===== src/rtl/div_sequencer.sv =====
// div_sequencer: multi-cycle radix-2 restoring divider for DIV/DIVU/REM/REMU.
// Holds BUSY while the divide runs so the hazard unit can stall the pipeline.
// Divide-by-zero and signed overflow are resolved in a single cycle.
//
// Ports:
//   CLK     - system clock, rising edge
//   RESET   - synchronous, active-high reset
//   START   - divide request, accepted only in IDLE
//   OP      - 00 DIV, 01 DIVU, 10 REM, 11 REMU
//   DATA1   - dividend (rs1), sampled on the accepting edge
//   DATA2   - divisor (rs2), sampled on the accepting edge
//   ABORT   - pipeline flush, cancels the in-flight operation
//   BUSY    - high whenever the sequencer is not IDLE
//   VALID   - one-cycle pulse, RESULT valid in that cycle
//   RESULT  - quotient or remainder, held until the next accepted START/RESET
module div_sequencer #(
  parameter int unsigned XLEN  = 32,
  parameter int unsigned CNT_W = $clog2(XLEN) + 1
) (
  input  logic            CLK,
  input  logic            RESET,
  input  logic            START,
  input  logic [1:0]      OP,
  input  logic [XLEN-1:0] DATA1,
  input  logic [XLEN-1:0] DATA2,
  input  logic            ABORT,
  output logic            BUSY,
  output logic            VALID,
  output logic [XLEN-1:0] RESULT
);

  localparam logic [1:0] S_IDLE = 2'd0;
  localparam logic [1:0] S_CALC = 2'd1;
  localparam logic [1:0] S_DONE = 2'd2;

  localparam logic [XLEN-1:0] MIN_NEG = {1'b1, {(XLEN-1){1'b0}}};

  logic [1:0]      state_q, state_d;
  logic [1:0]      op_q, op_d;
  logic            neg_q, neg_d;      // quotient must be negated
  logic            dsign_q, dsign_d;  // dividend sign, sets remainder sign
  logic [XLEN-1:0] dvs_q, dvs_d;      // divisor magnitude
  logic [XLEN-1:0] quo_q, quo_d;      // dividend bits shift out, quotient bits shift in
  logic [XLEN-1:0] rem_q, rem_d;      // partial remainder
  logic [CNT_W-1:0] cnt_q, cnt_d;
  logic [XLEN-1:0] result_q, result_d;

  // Operand decode on the request side
  logic            signed_op;
  logic            a_neg, b_neg;
  logic [XLEN-1:0] a_mag, b_mag;
  logic            div_zero, sgn_ovf;

  // One restoring-division step
  logic [XLEN:0]   rem_sh;
  logic            take;
  logic [XLEN-1:0] rem_nx, quo_nx;
  logic [XLEN-1:0] q_fix, r_fix;

  always_comb begin
    signed_op = ~OP[0];
    a_neg     = signed_op & DATA1[XLEN-1];
    b_neg     = signed_op & DATA2[XLEN-1];
    a_mag     = a_neg ? (~DATA1 + XLEN'(1)) : DATA1;
    b_mag     = b_neg ? (~DATA2 + XLEN'(1)) : DATA2;
    div_zero  = (DATA2 == '0);
    sgn_ovf   = signed_op && (DATA1 == MIN_NEG) && (DATA2 == '1);
  end

  // The trial subtraction is non-negative exactly when the shifted remainder
  // is at least the divisor; the difference then fits back into XLEN bits.
  always_comb begin
    rem_sh = {rem_q, quo_q[XLEN-1]};
    take   = (rem_sh >= {1'b0, dvs_q});
    rem_nx = take ? (rem_sh[XLEN-1:0] - dvs_q) : rem_sh[XLEN-1:0];
    quo_nx = {quo_q[XLEN-2:0], take};
    q_fix  = neg_q   ? (~quo_nx + XLEN'(1)) : quo_nx;
    r_fix  = dsign_q ? (~rem_nx + XLEN'(1)) : rem_nx;
  end

  // Next-state and datapath control
  always_comb begin
    state_d  = state_q;
    op_d     = op_q;
    neg_d    = neg_q;
    dsign_d  = dsign_q;
    dvs_d    = dvs_q;
    quo_d    = quo_q;
    rem_d    = rem_q;
    cnt_d    = cnt_q;
    result_d = result_q;

    case (state_q)
      S_IDLE: begin
        if (START && !ABORT) begin
          op_d    = OP;
          neg_d   = a_neg ^ b_neg;
          dsign_d = a_neg;
          dvs_d   = b_mag;
          quo_d   = a_mag;
          rem_d   = '0;
          cnt_d   = '0;
          if (div_zero) begin
            state_d  = S_DONE;
            result_d = OP[1] ? DATA1 : '1;
          end else if (sgn_ovf) begin
            state_d  = S_DONE;
            result_d = OP[1] ? '0 : MIN_NEG;
          end else begin
            state_d  = S_CALC;
          end
        end
      end

      S_CALC: begin
        if (ABORT) begin
          state_d = S_IDLE;
        end else begin
          rem_d = rem_nx;
          quo_d = quo_nx;
          cnt_d = cnt_q + CNT_W'(1);
          if (cnt_q == CNT_W'(XLEN - 1)) begin
            state_d  = S_DONE;
            result_d = op_q[1] ? (op_q[0] ? rem_nx : r_fix)
                               : (op_q[0] ? quo_nx : q_fix);
          end
        end
      end

      S_DONE:  state_d = S_IDLE;
      default: state_d = S_IDLE;
    endcase
  end

  // State and datapath registers
  always_ff @(posedge CLK) begin
    if (RESET) begin
      state_q  <= S_IDLE;
      op_q     <= '0;
      neg_q    <= 1'b0;
      dsign_q  <= 1'b0;
      dvs_q    <= '0;
      quo_q    <= '0;
      rem_q    <= '0;
      cnt_q    <= '0;
      result_q <= '0;
    end else begin
      state_q  <= state_d;
      op_q     <= op_d;
      neg_q    <= neg_d;
      dsign_q  <= dsign_d;
      dvs_q    <= dvs_d;
      quo_q    <= quo_d;
      rem_q    <= rem_d;
      cnt_q    <= cnt_d;
      result_q <= result_d;
    end
  end

  assign BUSY   = (state_q != S_IDLE);
  assign VALID  = (state_q == S_DONE);
  assign RESULT = result_q;

endmodule


===== config.mk =====
export PLATFORM = sky130hd
export DESIGN_NAME = div_sequencer
export DESIGN_NICKNAME = d
export VERILOG_FILES = /design/src/rtl/div_sequencer.sv
export SDC_FILE = /design/constraint.sdc
export NUM_CORES = 1
export LEC_CHECK = 0
export ABC_CLOCK_PERIOD_IN_PS = 4540
export BUFFER_PORTS_ARGS = -buffer_cell sky130_fd_sc_hd__buf_2
export CAP_MARGIN = 15
export CORE_AREA = 2 2 159 161
export CTS_CLUSTER_DIAMETER = 200
export DETAILED_ROUTE_END_ITERATION = 10
export DIE_AREA = 0 0 161 163
export PLACE_DENSITY = 0.74
export REMOVE_ABC_BUFFERS = 1
export SKIP_LAST_GASP = 1
export SYNTH_ARGS = -nofsm -noshare
export SYNTH_HDL_FRONTEND = slang
export SYNTH_SLANG_ARGS = --single-unit

===== constraint.sdc =====
create_clock -name CLK -period 4.54 [get_ports CLK]
set_clock_uncertainty 0.05 [all_clocks]
set_input_delay 0.227 -clock CLK [delete_from_list [all_inputs] [get_ports CLK]]
set_output_delay 0.227 -clock CLK [all_outputs]
set_load 0.005 [all_outputs]

==> metrics.log <==
INFO  metric worst_setup_path_end_kind = flip-flop
INFO  metric post-dp-hpwl = ~29 mm
INFO  metric postRouteWirelength = 38.8 mm
INFO  metric die_area = 0.0262 mm²
INFO  metric rr_startpoint = quo_q[31]$_SDFFE_PP0P_
INFO  metric hold_path.class = primary input to flip-flop
INFO  metric dpl_cell_area = 0.0124 mm²
INFO  metric drv_cap = 0
INFO  metric num_rows = 58
INFO  metric grt.met1_usage = 0.389
INFO  metric grt_max_degree = 96
INFO  metric dieWidth = 161 µm
INFO  metric synthToLayoutAreaGrowth = 14.7%
INFO  metric grt.met3_usage = 0.0461
INFO  metric result_of_the_run = finished, final reports clean
INFO  metric critPathMaxStageDelay = 0.46 ns
INFO  metric synth_seq_cells = 140
INFO  metric port_buffers = 103
INFO  metric yosys_warnings = 0
INFO  metric finalCriticalPeriod = between 4 and 5 ns
INFO  metric vias_in_the_first_global_route = 11.3k
INFO  metric wire_per_inst = 19.2 µm
INFO  metric static-leakage-power = 5.14 nW
INFO  metric cts_setup_buffers = 0
INFO  metric global_route.usage.met2 = 0.462
INFO  metric die_h = 163 µm
INFO  metric worst-slew-pin-transition = 1.09 ns
INFO  metric mostFrequentLayoutCell = sky130_fd_sc_hd__nor2_1
INFO  metric initial_antenna_violation_count = 1
INFO  metric cts_tree = yes
INFO  metric fmaxAchievable = 233 MHz
INFO  metric number_of_remaining_drc_errors = 0
INFO  metric end_point_of_the_worst_hold_path = op_q[1]$_SDFFE_PP0P_
INFO  metric final_nets = about 1.8k
INFO  metric cts_resized = 0
INFO  metric vias = roughly 13k
INFO  metric synth_cells = between 1.5k and 2k
INFO  metric worst_ep_required_time = 4.78 ns
INFO  metric io_pins = 104
INFO  metric timing.setup.tns = 0 ns
INFO  metric setup_viol = 0
INFO  metric synth_seq_area_share = 0.247
INFO  metric worst_r2r_endpoint = RESULT[31]$_SDFFE_PP0P_
INFO  metric worst_ep_arrival_time = 4.54 ns
INFO  metric starting_density = 0.461
INFO  metric ys_types = 81
INFO  metric cts_sinks = between 100 and 150
INFO  metric synth-edff-count = 0
INFO  metric mostFrequentLayoutCells = sky130_fd_sc_hd__nor2_1, sky130_fd_sc_hd__nand2_1, sky130_fd_sc_hd__a21oi_1
INFO  metric reg2reg_depth = 15
INFO  metric synth_ff_type = sky130_fd_sc_hd__dfxtp_1
INFO  metric first_pass_grt_wire_length = 61.0 mm
INFO  metric grt_usage = 0.291
INFO  metric clk_path_buf_depth = 2
INFO  metric critPathMostFrequentCell = sky130_fd_sc_hd__inv_1
INFO  metric r2r_slack = 0.25 ns
INFO  metric core_area = 0.0247 mm²
INFO  metric hold_viol = 0
INFO  metric ant_nets = 0
INFO  metric report.final.slew_viol_count = 0
INFO  metric path_cells = inv_1 > ha_1 > inv_1 > fa_1 > a21o_1 > a311o_1 > a41oi_4 > a311oi_1 > a2111o_1 > o211ai_1 > nor3b_4 > nand4_1 > o31a_1 > o311ai_1 > a221oi_2
INFO  metric critPathMaxFanout = 5
INFO  metric final_design_area_no_fill = ~0.013 mm²
INFO  metric clkLatencyLatePin = 0.44 ns
INFO  metric final_util = 0.528
INFO  metric async_flop_share = 0
INFO  metric criticalPathCategory = flip-flop to flip-flop
INFO  metric holdCritStartpoint = OP[1]
INFO  metric vdd.ir_drop.worst = about 0.00022 V
INFO  metric final_layout_size_suffix_gt1_frac = 0.144
INFO  metric tcrit_tclk_final = 0.945
INFO  metric slew_headroom = 0.271
INFO  metric p_per_area = 292 mW/mm²
INFO  metric type_of_origin_of_the_critical_path = flip-flop
INFO  metric postSynthAreaPerCell = 7.14 µm²
INFO  metric cts_hold_repair_buffers = 0
INFO  metric cts_inserted_buffers = 17
INFO  metric critical-path-slowest-cell = sky130_fd_sc_hd__a311o_1
INFO  metric hold-path-cell-count = 3
INFO  metric dr.pass1.iters = 5
INFO  metric vias_per_cell = 6.22
INFO  metric clock-root-buffer = sky130_fd_sc_hd__clkbuf_16
INFO  metric global_route.overflow_total = 0
INFO  metric global_route.peak_usage_layer = met2
INFO  metric post_synth_instance_area = 0.0114 mm²
INFO  metric clock_tree.htree_level_count = 4
INFO  metric detailedRoute.firstIterationViolations = ~1.2k
INFO  metric clock_transition_at_the_registers_of_the_reported_paths = roughly 0.070 ns
INFO  metric gp_routability_congestion = around 0.97
==> registers in the layout, summed over array words and instances (netlist names) <==
name and flops:
RESULT 32, dvs_q 32, quo_q 32, rem_q 32, cnt_q 6, op_q 2
state_q 2, dsign_q 1, neg_q 1
==> routing by layer <==
metal	wire length, µm	vias to the layer above
li1	-	5959
met1	16800	5925
met2	17300	552
met3	2770	109
met4	1840	0
met5	0	-
==> logic make-up (layout without fill, tap and decap cells) <==
family	after synthesis	count (layout)	synth area share
compound gates	515	515	0.292
mux	12	12	0.0107
xor+xnor	134	134	0.103
buf+inv	165	258	0.0572
fa+ha+maj	39	39	0.0436
flops	140	140	0.247
other cells	0	1	0
simple gates	588	588	0.247
==> Yosys cell counts, types with 13 or more instances <==
library cell | count | share of area
sky130_fd_sc_hd__a211oi_1 | 37 | 0.024
sky130_fd_sc_hd__a21oi_1 | 155 | 0.068
sky130_fd_sc_hd__a22oi_1 | 46 | 0.030
sky130_fd_sc_hd__a31oi_1 | 23 | 0.013
sky130_fd_sc_hd__and3_1 | 19 | 0.010
sky130_fd_sc_hd__clkbuf_1 | 82 | 0.027
sky130_fd_sc_hd__dfxtp_1 | 140 | 0.25
sky130_fd_sc_hd__ha_1 | 38 | 0.042
sky130_fd_sc_hd__inv_1 | 60 | 0.020
sky130_fd_sc_hd__nand2_1 | 169 | 0.056
sky130_fd_sc_hd__nand3_1 | 33 | 0.015
sky130_fd_sc_hd__nand4_1 | 23 | 0.013
sky130_fd_sc_hd__nor2_1 | 180 | 0.059
sky130_fd_sc_hd__nor3_1 | 47 | 0.021
sky130_fd_sc_hd__nor4_1 | 19 | 0.010
sky130_fd_sc_hd__o211ai_1 | 14 | 0.0092
sky130_fd_sc_hd__o21ai_0 | 96 | 0.042
sky130_fd_sc_hd__o221ai_1 | 13 | 0.010
sky130_fd_sc_hd__o31ai_1 | 36 | 0.024
sky130_fd_sc_hd__or3_1 | 17 | 0.0094
sky130_fd_sc_hd__xnor2_1 | 70 | 0.054
sky130_fd_sc_hd__xor2_1 | 64 | 0.049
==> critical path: cells and delay by family (launching register included) <==
family	cells	cell delay [ns]
AO/OA/AOI/OAI	9	2.48
adder cells (fa/ha/maj)	2	0.56
AND/OR/NAND/NOR	2	0.55
buffers and inverters	2	0.13
flip-flops	1	0.35
==> how the worst max path moves through the flow <==
stage,from,depth (start not counted),endpoint,slack [ns]
2_1_floorplan,state_q[1]$_SDFFE_PP0P_,7,RESULT[24]$_SDFFE_PP0P_,-6.63
3_3_place_gp,quo_q[31]$_SDFFE_PP0P_,15,RESULT[31]$_SDFFE_PP0P_,0.17
3_5_place_dp,dvs_q[29]$_SDFFE_PP0P_,18,RESULT[22]$_SDFFE_PP0P_,0.08
4_1_cts,dvs_q[29]$_SDFFE_PP0P_,18,RESULT[22]$_SDFFE_PP0P_,0.06
5_1_grt,dvs_q[27]$_SDFFE_PP0P_,16,RESULT[24]$_SDFFE_PP0P_,-0.01
6_report,quo_q[31]$_SDFFE_PP0P_,15,RESULT[31]$_SDFFE_PP0P_,0.25
==> layout make-up <==
type	instances	area [µm²]
sequential	140	2800
clock inverter	12	114
clock buffer	20	447
multi-input combinational	1288	8030
fill	2468	11600
tap	330	413
inverter	60	229
timing repair buffer	166	995
antenna	1	2.50
==> power by group <==
part | internal [mW] | switching [mW] | total (mW) | leakage [nW]
logic | 0.406 | 0.700 | 1.11 | 3.74
registers | 1.27 | 0.0423 | 1.31 | 1.14
clock network | 0.771 | 0.614 | 1.39 | 0.263
total | 2.45 | 1.36 | 3.80 | 5.14
==> per-stage QoR <==
step / instances / power [mW] / setup slack, ns / hold slack, ns
finish: 2017 / 3.80 / 0.249 / 0.0361
global route: 2017 / 3.96 / -0.0149 / 0.0628
CTS: 2015 / 3.77 / 0.0550 / 0.0240
detailed placement: 1983 / 2.39 / 0.0763 / 0.390
global placement: 1983 / 2.38 / 0.170 / 0.382
floorplan: 1488 / 2.01 / -6.63 / 0.243
Power figures use the tool's default switching activity.
